**src/rtl/uart_cmd_pkg.sv**
```systemverilog
// Shared constants and types for the UART command framer.
//   HDR_BIT    : bit position of the header flag in a received byte
//   PAYLOAD_W  : width of the assembled command word
//   FIELD_W    : payload bits carried by each received byte
//   state_e    : framer states
//   OP_*       : opcode values found in cmd_data[20:19] (decoded downstream)
package uart_cmd_pkg;

    localparam int unsigned HDR_BIT   = 7;
    localparam int unsigned PAYLOAD_W = 21;
    localparam int unsigned FIELD_W   = 7;

    typedef enum logic [1:0] {
        IDLE,
        GOT1,
        GOT2,
        HOLD
    } state_e;

    localparam logic [1:0] OP_OFFSET  = 2'b00;
    localparam logic [1:0] OP_DIVISOR = 2'b01;
    localparam logic [1:0] OP_COUNT   = 2'b10;
    localparam logic [1:0] OP_EXT     = 2'b11;

endpackage

```
**src/rtl/uart_cmd_framer_frame_timer.sv**
```systemverilog
// Inter-byte timeout counter for the command framer.
//   clk      : system clock
//   rst      : asynchronous active-low reset
//   clear_i  : force the count to zero this cycle (has priority)
//   enable_i : count while set
//   expire_o : count has reached TIMEOUT_CYCLES-1 in an enabled, uncleared cycle
module frame_timer #(
    parameter int unsigned TIMEOUT_CYCLES = 65535,
    parameter int unsigned TIMER_WIDTH    = 16
) (
    input  logic clk,
    input  logic rst,
    input  logic clear_i,
    input  logic enable_i,
    output logic expire_o
);

    localparam logic [TIMER_WIDTH-1:0] LAST = TIMER_WIDTH'(TIMEOUT_CYCLES - 1);

    logic [TIMER_WIDTH-1:0] count_q;
    logic [TIMER_WIDTH-1:0] count_d;

    // A clear in the terminal cycle suppresses expiry: an accepted byte wins.
    assign expire_o = enable_i && !clear_i && (count_q == LAST);

    always_comb begin
        count_d = count_q;
        if (clear_i || expire_o) begin
            count_d = '0;
        end else if (enable_i) begin
            count_d = count_q + 1'b1;
        end
    end

    always_ff @(posedge clk or negedge rst) begin
        if (!rst) begin
            count_q <= '0;
        end else begin
            count_q <= count_d;
        end
    end

endmodule

```
**src/rtl/uart_cmd_framer.sv**
```systemverilog
// Assembles 3-byte UART command frames (header bit7=1, two data bytes bit7=0)
// into one 21-bit word {hdr[6:0], b1[6:0], b2[6:0]} held on a valid/ready port.
//   clk       : system clock
//   rst       : asynchronous active-low reset
//   in_data   : received byte          in_valid  : byte available
//   in_ready  : byte accepted this cycle when in_valid is also high
//   cmd_data  : assembled payload      cmd_valid : payload held
//   cmd_ready : downstream consumes the payload
//   err_count : saturating framing-error count
//   err_pulse : one-cycle pulse per framing error
module uart_cmd_framer
    import uart_cmd_pkg::*;
#(
    parameter int unsigned DATA_WIDTH     = 8,
    parameter int unsigned TIMEOUT_CYCLES = 65535,
    parameter int unsigned TIMER_WIDTH    = 16,
    parameter int unsigned ERR_WIDTH      = 8
) (
    input  logic                  clk,
    input  logic                  rst,
    input  logic [DATA_WIDTH-1:0] in_data,
    input  logic                  in_valid,
    output logic                  in_ready,
    output logic [PAYLOAD_W-1:0]  cmd_data,
    output logic                  cmd_valid,
    input  logic                  cmd_ready,
    output logic [ERR_WIDTH-1:0]  err_count,
    output logic                  err_pulse
);

    state_e                   state_q;
    logic [2*FIELD_W-1:0]     payload_q;   // {hdr, b1} of the frame in progress
    logic [PAYLOAD_W-1:0]     cmd_data_q;
    logic                     cmd_valid_q;
    logic [ERR_WIDTH-1:0]     err_count_q;
    logic                     err_pulse_q;

    logic                     accept;
    logic                     is_hdr;
    logic                     busy;
    logic                     expire;
    logic                     err_event;
    logic [FIELD_W-1:0]       field;

    assign in_ready  = (state_q != HOLD);
    assign accept    = in_valid && in_ready;
    assign is_hdr    = in_data[DATA_WIDTH-1];
    assign field     = in_data[FIELD_W-1:0];
    assign busy      = (state_q == GOT1) || (state_q == GOT2);

    assign cmd_data  = cmd_data_q;
    assign cmd_valid = cmd_valid_q;
    assign err_count = err_count_q;
    assign err_pulse = err_pulse_q;

    frame_timer #(
        .TIMEOUT_CYCLES (TIMEOUT_CYCLES),
        .TIMER_WIDTH    (TIMER_WIDTH)
    ) u_timer (
        .clk      (clk),
        .rst      (rst),
        .clear_i  (accept || !busy),
        .enable_i (busy),
        .expire_o (expire)
    );

    // Error sources are mutually exclusive: expiry implies no accepted byte.
    always_comb begin
        err_event = 1'b0;
        if (expire) begin
            err_event = 1'b1;
        end else if (accept) begin
            case (state_q)
                IDLE:       err_event = !is_hdr;
                GOT1, GOT2: err_event = is_hdr;
                default:    err_event = 1'b0;
            endcase
        end
    end

    always_ff @(posedge clk or negedge rst) begin
        if (!rst) begin
            state_q     <= IDLE;
            payload_q   <= '0;
            cmd_data_q  <= '0;
            cmd_valid_q <= 1'b0;
            err_count_q <= '0;
            err_pulse_q <= 1'b0;
        end else begin
            err_pulse_q <= err_event;
            if (err_event && (err_count_q != '1)) begin
                err_count_q <= err_count_q + 1'b1;
            end

            if (expire) begin
                state_q   <= IDLE;
                payload_q <= '0;
            end else begin
                case (state_q)
                    IDLE: begin
                        if (accept && is_hdr) begin
                            payload_q[FIELD_W +: FIELD_W] <= field;
                            state_q                       <= GOT1;
                        end
                    end
                    GOT1: begin
                        if (accept) begin
                            if (is_hdr) begin
                                payload_q[FIELD_W +: FIELD_W] <= field;
                            end else begin
                                payload_q[0 +: FIELD_W] <= field;
                                state_q                 <= GOT2;
                            end
                        end
                    end
                    GOT2: begin
                        if (accept) begin
                            if (is_hdr) begin
                                payload_q[FIELD_W +: FIELD_W] <= field;
                                state_q                       <= GOT1;
                            end else begin
                                cmd_data_q  <= {payload_q, field};
                                cmd_valid_q <= 1'b1;
                                state_q     <= HOLD;
                            end
                        end
                    end
                    HOLD: begin
                        if (cmd_ready) begin
                            cmd_valid_q <= 1'b0;
                            state_q     <= IDLE;
                        end
                    end
                    default: state_q <= IDLE;
                endcase
            end
        end
    end

endmodule

```
**config.mk**
```make
export PLATFORM = sky130hd
export DESIGN_NAME = uart_cmd_framer
export DESIGN_NICKNAME = d
export VERILOG_FILES = /design/src/rtl/uart_cmd_pkg.sv /design/src/rtl/uart_cmd_framer_frame_timer.sv /design/src/rtl/uart_cmd_framer.sv
export SDC_FILE = /design/constraint.sdc
export NUM_CORES = 1
export LEC_CHECK = 0
export CORE_ASPECT_RATIO = 1.1
export CORE_UTILIZATION = 48
export DETAILED_ROUTE_END_ITERATION = 6
export PLACE_DENSITY_LB_ADDON = 0.08
export SKIP_LAST_GASP = 1
export SLEW_MARGIN = 0
export SYNTH_ARGS = -nofsm -noshare
export SYNTH_HDL_FRONTEND = slang
export SYNTH_SLANG_ARGS = --single-unit
```
**constraint.sdc**
```tcl
create_clock -name clk -period 1.7 [get_ports clk]
set_input_delay 0.255 -clock clk [delete_from_list [all_inputs] [get_ports clk]]
set_output_delay 0.255 -clock clk [all_outputs]
set_load 0.005 [all_outputs]
```
==> impl_metrics.toml <==
[worst_setup_path]
crit_required_ns = 1.94
cp_max_fo = 3
path_depth = 7
slowest_delay_ns = 0.45
cp-end-kind = "flop"
cpMaxStageDelayCell = "dfrtp_2"
start_kind = "flop"
worst-path-buf-inv = 2
crit_family = "simple AND/OR/NAND/NOR gates"
path_cells = "ha_4, buf_6, or3b_4, o221ai_2, buf_4, nand3b_1, o2bb2ai_1"
worst_r2r_path_depth = 7
critical_path_arrival_ns = 2.05
crit_type = "flop to flop"
ff2ff_setup_slack_ns = -0.11

[yosys]
ys_types = 45
synth_common_cells = "63 x dfrtp_1, 29 x nor2_1, 22 x mux2_2"
synth_edf_count = 0
synth_top_area_share_pct = 55.3
ys_seq_area_share_pct = 55.3
yosysWarnings = 0
yosysMostFrequentCell = "dfrtp_1"
synthTopCellsByArea = "dfrtp_1 55%, mux2_2 8.7%, nor2_1 3.8%, ha_1 3.5%, xnor2_1 3.1%"
ys_seq_elements = 63
async_flop_share_pct = 100
yosys.area.top_type = "dfrtp_1"
syn-cell-area_um2 = 2850
synth_cells = 239
synth_area_per_cell_um2 = 11.9
synth_ff_type = "dfrtp_1"
syn_nets = 259

[clocking]
cts_made_buffers = 9
h-tree-depth = 3
clk_path_buf_depth = 2
clock_sinks = 63
cts_tree = "yes"
clk_pin_slew_worst_paths_ns = 0.07
clk_latency_ns = 0.35
cts_root_buffer = "clkbuf_8"

[route]
drc = 0
wl_per_cell_um = 15.9
ant_nets = 0
wl_um = 6730
via_count = 2223
initialDrtViolationCount = 116
vias_per_cell = 5.27
dr.pass1.iters = 6

[floorplanning]
die_x_um = 75.5
ioPinCount = 44
coreArea_um2 = 5730
num_rows = 29
die_h_um = 82.8
start_util_pct = 49.7
dieArea_um2 = 6250

[power_and_ir_drop]
p_leak_nw = 1.93
p_per_area_nw_per_um2 = 1630
ir_drop_uv = 1070

[final_layout]
antenna-diode-count = 0
fill_cells = 416
final_core_util_pct = 75.2
fin_cells = 422
fin_nets = 360
drive_above_1_share_pct = 37.7
syn_to_final_growth_pct = 51.3

[global_routing]
overflow = 0
grt_usage_pct = 20.7
antenna_found_initial = 0
grt_max_degree = 52
grt_pass1_vias = 2116
grt_pass1_wl_um = 9750

[sta]
fin_crit_ns = 1.81
fmaxAchievable_mhz = 554
finalMaxSlewViolations = 0
skew_ns = 0.0119
hold_viol = 0
tightest_slew_ns = 0.375
layout_setup_ws_ns = -0.105
finalCritPeriodShare_pct = 106
final-setup-viol-count = 34
slew_headroom_pct = 75.0
rsz0062_at_grt = "true"

[place]
io_buffers = 43
routabilityCongestion = 0.820
hpwl_um = 3930
placedCellCount = 391

[run_status]
outcome = "finished, violations left"
failed_checks = "negative setup slack"

[worst_hold_path]
hold_path_class = "primary input to asynchronous set/reset pin"

[flow_run]
drv_cap = 0
layer usage:
layer | vias up | GRT usage, % | share of wire, %
met4 | 0 | 6.90 | 2.2
li1 | 1035 | - | -
met3 | 15 | 6.92 | 4.7
met5 | - | 0 | 0
met2 | 64 | 31.3 | 50
met1 | 1109 | 27.7 | 43
per-stage QoR:
stage	hold slack, ns	TNS [ns]	worst slack (ns)	total power (W)	cell area [um2]
6_report	0.343	-1.16	-0.105	0.00701	4310
4_1_cts	0.347	-1.71	-0.0928	0.00654	4070
3_3_place_gp	0.175	-6.95	-0.202	0.00485	3730
5_1_grt	0.382	-2.84	-0.172	0.00740	4310
2_1_floorplan	-0.0406	-0.201	-0.0427	0.00363	2920
3_5_place_dp	0.173	-7.58	-0.228	0.00493	3730
state kept, by name, summed over array words and instances (netlist names):
signal,flops
err_count,8
cmd_data,21
state_q,2
err_pulse,1
u_timer.count_q,16
payload_q,14
cmd_valid,1
cell type report:
type,instances,area (um2),share of cell area [%]
timing repair buffer,94,908,21.1
multi-input combinational,167,1500,34.8
clock buffer,10,138,3.19
sequential,63,1580,36.6
inverter,5,21.3,0.493
clock inverter,6,70.1,1.63
tap,77,96.3,2.23
path summary, 6_finish.rpt:
path / endpoint / from
worst min register to register: err_count[5] / err_count[5]
worst max register to register: state_q[0] / state_q[0]
worst min-delay path: state_q[0] / rst
min in group clk: err_count[5] / err_count[5]
worst max-delay path: state_q[0] / state_q[0]
max in group asynchronous: u_timer.count_q[14] / rst
logic make-up after synthesis:
family	Yosys count	share of synthesized area, %
AO/OA/AOI/OAI	26	6.80
XOR/XNOR	18	5.53
adder cells (fa/ha/maj)	8	3.51
buffers and inverters	9	1.32
flip-flops	63	55.3
multiplexers	31	12.1
AND/OR/NAND/NOR	84	15.5
worst register-to-register path, stage by stage, from the launching register on:
cell and delay (ns):
dfrtp_2 0.45, ha_4 0.19, buf_6 0.13, or3b_4 0.38, o221ai_2 0.07, buf_4 0.15
nand3b_1 0.11, o2bb2ai_1 0.23
power breakdown:
part           total (W)  internal (W)  switching [W]  leakage, nW
Clock            0.00134      0.000720       0.000615       0.0947
Sequential       0.00242       0.00204       0.000386        0.803
Combinational    0.00325       0.00196        0.00129         1.03
what timing repair did:
action	in CTS	in global routing
endpoints found under the setup margin	39	39
hold endpoints to repair	12	0
buffers inserted	8	3
hold buffers	1	0
pin swaps	16	23
gates cloned	0	3
resized for setup	19	46
cells in the final DEF, fill, tap and decap left out, types with 8 or more instances in the layout:
| cell | netlist | layout |
|---|---|---|
| clkdlybuf4s50_1 | 0 | 41 |
| xnor2_1 | 10 | 9 |
| mux2_4 | 1 | 23 |
| nand2_1 | 16 | 12 |
| buf_4 | 0 | 38 |
| dfrtp_1 | 63 | 61 |
| xor2_1 | 8 | 8 |
| nor2_1 | 29 | 28 |
| clkbuf_8 | 0 | 10 |
(Power assumes the default switching activity.)
